### src/rtl/uart_tx_fifo.sv
// Synchronous byte FIFO with occupancy count; DEPTH must be a power of two so
// the pointers wrap naturally.
module uart_tx_fifo #(
  parameter int unsigned DEPTH = 16
) (
  input  logic                     clk,
  input  logic                     resetn,
  input  logic                     push,
  input  logic [7:0]               wr_data,
  input  logic                     pop,
  output logic [7:0]               rd_data,
  output logic [$clog2(DEPTH):0]   count,
  output logic                     full,
  output logic                     empty
);

  localparam int AW = $clog2(DEPTH);

  logic [AW-1:0] wr_ptr_q, wr_ptr_d;
  logic [AW-1:0] rd_ptr_q, rd_ptr_d;
  logic [AW:0]   count_q, count_d;
  logic [7:0]    mem_q [DEPTH];
  logic [7:0]    mem_d [DEPTH];
  logic          do_push;
  logic          do_pop;

  assign full    = (count_q == (AW+1)'(DEPTH));
  assign empty   = (count_q == '0);
  assign do_push = push & ~full;
  assign do_pop  = pop & ~empty;
  assign rd_data = mem_q[rd_ptr_q];
  assign count   = count_q;

  always_comb begin
    wr_ptr_d = wr_ptr_q;
    rd_ptr_d = rd_ptr_q;
    count_d  = count_q;
    mem_d    = mem_q;
    if (do_push) begin
      mem_d[wr_ptr_q] = wr_data;
      wr_ptr_d        = wr_ptr_q + 1'b1;
    end
    if (do_pop) begin
      rd_ptr_d = rd_ptr_q + 1'b1;
    end
    // push and pop together leave the occupancy unchanged
    case ({do_push, do_pop})
      2'b10:   count_d = count_q + 1'b1;
      2'b01:   count_d = count_q - 1'b1;
      default: count_d = count_q;
    endcase
  end

  always_ff @(posedge clk) begin
    if (!resetn) begin
      wr_ptr_q <= '0;
      rd_ptr_q <= '0;
      count_q  <= '0;
    end else begin
      wr_ptr_q <= wr_ptr_d;
      rd_ptr_q <= rd_ptr_d;
      count_q  <= count_d;
    end
  end

  always_ff @(posedge clk) begin
    mem_q <= mem_d;
  end

endmodule

### config.mk
export PLATFORM = sky130hd
export DESIGN_NAME = uart_tx_fifo
export DESIGN_NICKNAME = d
export VERILOG_FILES = /design/src/rtl/uart_tx_fifo.sv
export SDC_FILE = /design/constraint.sdc
export NUM_CORES = 1
export LEC_CHECK = 0
export BUFFER_PORTS_ARGS = -buffer_cell sky130_fd_sc_hd__buf_2
export CORE_MARGIN = 3
export CORE_UTILIZATION = 45
export CTS_CLUSTER_DIAMETER = 120
export DETAILED_ROUTE_END_ITERATION = 10
export PLACE_DENSITY = 0.72
export SYNTH_ARGS = -nofsm -noshare
export SYNTH_HDL_FRONTEND = slang
export SYNTH_SLANG_ARGS = --single-unit
export TNS_END_PERCENT = 100
### constraint.sdc
create_clock -name clk -period 2.9 [get_ports clk]
set_clock_uncertainty 0.05 [all_clocks]
set_input_delay 0.145 -clock clk [delete_from_list [all_inputs] [get_ports clk]]
set_output_delay 0.145 -clock clk [all_outputs]
set_load 0.03 [all_outputs]
==> impl_metrics.yaml <==
status:
  status: "complete, no violations"
routing:
  drt-vias-per-instance: 5.526
  drtIter0Drc: 350
  drcViolationCount: 0
  wirelength_um: 11500
  num_vias: 2951
  wl_per_cell_um: 21.54
  ant_nets: 0
  drt_pass1_iterations: 5
timing:
  min_period_over_period: 0.9464
  worst_slew_pin_slew_ps: 1202
  hold_violations: 0
  rsz0062_at_grt: "false"
  tns_ps: 0
  min_period_ps: 2745
  finalMaxSlewViolations: 0
  max_slew_margin: 0.1957
  holdWs_ps: 59.30
  setup_viol: 0
  fmax_mhz: 364.4
floorplanning:
  io_pins: 27
  fp.dieW_um: 118.5
  start_util: 0.4662
  die_h_um: 118.5
  core_area_um2: 12210
  row_count: 40
  die_area_um2: 14040
logic_synthesis:
  synth_warnings: 0
  syn_area_um2: 5693
  syn_inst: 310
  synth.net_count: 332
  post_synth.cell_area_avg_um2: 18.36
  ys_seq_area_frac: 0.7209
  yosysUniqueCellTypes: 33
  ys_ff_latch: 141
clock_network:
  cts_setup_buffers: 0
  hold_buffers: 0
  clockBufferDepth: 2
  cts-buffers-inserted: 17
  cts_sinks: 141
  insertion_delay_ps: 410
  path_clk_slew_ps: 60
  root_buffer: "clkbuf_16"
  tritoncts: "yes"
  cts_resized: 0
  htree_levels: 4
global_routing:
  overflow: 0
  grtUsageTotal: 0.1761
  grt_max_degree: 26
  grt_antenna_before_repair: 0
  grt_pass1_vias: 3066
  grt_pass1_wl_um: 17850
critical_path:
  r2r_slack_ps: 160
  cp_max_fo: 5
  crit_slowest_cell: "or4b_2"
  cp-start-kind: "register"
  path_cells: "or4_1 -> buf_4 -> o21ai_4 -> inv_1 -> ha_2 -> ha_1 -> a21o_2 -> a21oi_1 -> or4b_2 -> nand3_1"
  required_ps: 3200
  arrival_ps: 3040
  worstSetupPathType: "register to register"
  max_stage_delay_ps: 610
  cp-end-kind: "register"
cells_and_area:
  drive_above_1_share: 0.2978
  finalNonFillerCells: 534
  n_fill_cell: 984
  nNetsFinal: 375
  syn2layout_area_growth_pct: 16.62
  diodes: 0
power:
  vdd_drop_max_uv: 580.4
  power_density_nw_per_um2: 869.2
  p_leak_uw: 0.002225
place:
  dp_cells: 502
  globalplace.congestion: 0.7219
  portBuffers: 26
  dp_hpwl_um: 6794
flow_run:
  max-cap-violations: 0
min_path:
  hold_class: "primary input to register"
## metal layers
| metal | wire length, um | up-vias | global-route usage |
|---|---|---|---|
| met2 | 5625 | 107 | 0.2719 |
| li1 | - | 1312 | - |
| met3 | 781 | 17 | 0.05215 |
| met4 | 201 | 0 | 0.06517 |
| met5 | 0 | - | 0 |
| met1 | 4894 | 1515 | 0.2390 |
## synthesized netlist by cell type (all sizes together)
library cell | instances | area share
nand4 | 1 | 0.0011
or4b | 1 | 0.0018
a21o | 1 | 0.0015
nand2 | 17 | 0.011
o21a | 1 | 0.0013
nand3 | 3 | 0.0026
xnor2 | 5 | 0.0077
ha | 9 | 0.020
xor2 | 1 | 0.0015
nor2 | 19 | 0.013
or4 | 1 | 0.0013
a22oi | 16 | 0.021
mux4 | 32 | 0.13
and2 | 8 | 0.0088
nor2b | 4 | 0.0044
a21oi | 2 | 0.0018
buf | 9 | 0.0084
o21ai | 3 | 0.0046
o31ai | 1 | 0.0013
nand4b | 1 | 0.0015
edfxtp | 128 | 0.68
o211ai | 3 | 0.0064
inv | 8 | 0.0053
nand2b | 5 | 0.0055
dfxtp | 13 | 0.046
mux2i | 5 | 0.0088
fa | 1 | 0.0035
nor3 | 4 | 0.0035
clkbuf | 8 | 0.0053
## worst max-delay path, delay by kind of cell, from the launching register on
kind                     cells  cell delay [ps]
AO/OA/AOI/OAI                3              300
flip-flops                   1              340
adder cells (fa/ha/maj)      2              500
AND/OR/NAND/NOR              3             1250
buffers and inverters        2              250
## flip-flops by register name (all words and copies together) (netlist names)
register	cells
count	5
rd_ptr_q	4
wr_ptr_q	4
mem_q	128
## area by class of cell
cell class,instances,area [um2],area share
clock buffers,18,429.2,0.06464
repair buffers,41,255.2,0.03845
flip-flops and latches,141,4108,0.6187
well taps,168,210.2,0.03166
clock inverters,14,122.6,0.01847
multi-input cells,144,1484,0.2235
inverters,8,30.03,0.004523
## through the flow
| step | util | area (um2) | power (uW) | setup WS, ps |
|---|---|---|---|---|
| after floorplan | - | 5695 | 3455 | 10.04 |
| after global placement | 0.4983 | 6085 | 3785 | 194.5 |
| after CTS | 0.5434 | 6636 | 5812 | 97.09 |
| after global routing | 0.5436 | 6639 | 6028 | 25.14 |
| after detailed placement | 0.4983 | 6085 | 3822 | 117.3 |
| final | 0.5436 | 6639 | 5771 | 155.4 |
## cell usage in the layout, fill, tap and decap left out, types with 2 or more instances in the layout
cell type	instances
nand2b_1	5
a21oi_1	2
o211ai_1	2
clkinvlp_4	4
dfxtp_2	3
and2_1	8
o21ai_0	2
buf_2	26
clkbuf_16	17
ha_1	8
clkinv_4	4
dfxtp_1	10
a22oi_1	16
buf_4	14
mux2i_1	5
mux4_2	32
edfxtp_1	128
nand2_1	17
inv_1	8
clkinv_1	3
xnor2_1	5
nor2b_1	4
nand3_1	3
nor2_1	19
nor3_1	4
## kinds of logic (layout without fill, tap and decap cells)
| family | Yosys count | in the layout | synth area share |
|---|---|---|---|
| compound gates | 27 | 27 | 0.03802 |
| xor+xnor | 6 | 6 | 0.009231 |
| simple gates | 64 | 64 | 0.05429 |
| fa+ha+maj | 10 | 10 | 0.02330 |
| mux | 37 | 37 | 0.1354 |
| flops | 141 | 141 | 0.7209 |
| buf+inv | 25 | 81 | 0.01890 |
## power breakdown
| part | leakage (uW) | internal [uW] | switching (uW) |
|---|---|---|---|
| registers | 0.00126 | 2310 | 95.5 |
| clock network | 0.000257 | 1180 | 818 |
| logic | 0.000705 | 613 | 754 |
| total | 0.00223 | 4100 | 1670 |
## worst paths after layout
kind,to,depth (start not counted),from
worst max-delay path,count[3]$_SDFFE_PN0P_,10,count[0]$_SDFFE_PN0P_
worst min-delay path,mem_q[82]$_DFFE_PP_,1,wr_data[2]
worst max register to register,count[3]$_SDFFE_PN0P_,10,count[0]$_SDFFE_PN0P_
worst min register to register,count[3]$_SDFFE_PN0P_,2,count[3]$_SDFFE_PN0P_
No activity file was read; power rests on OpenSTA's default activity.
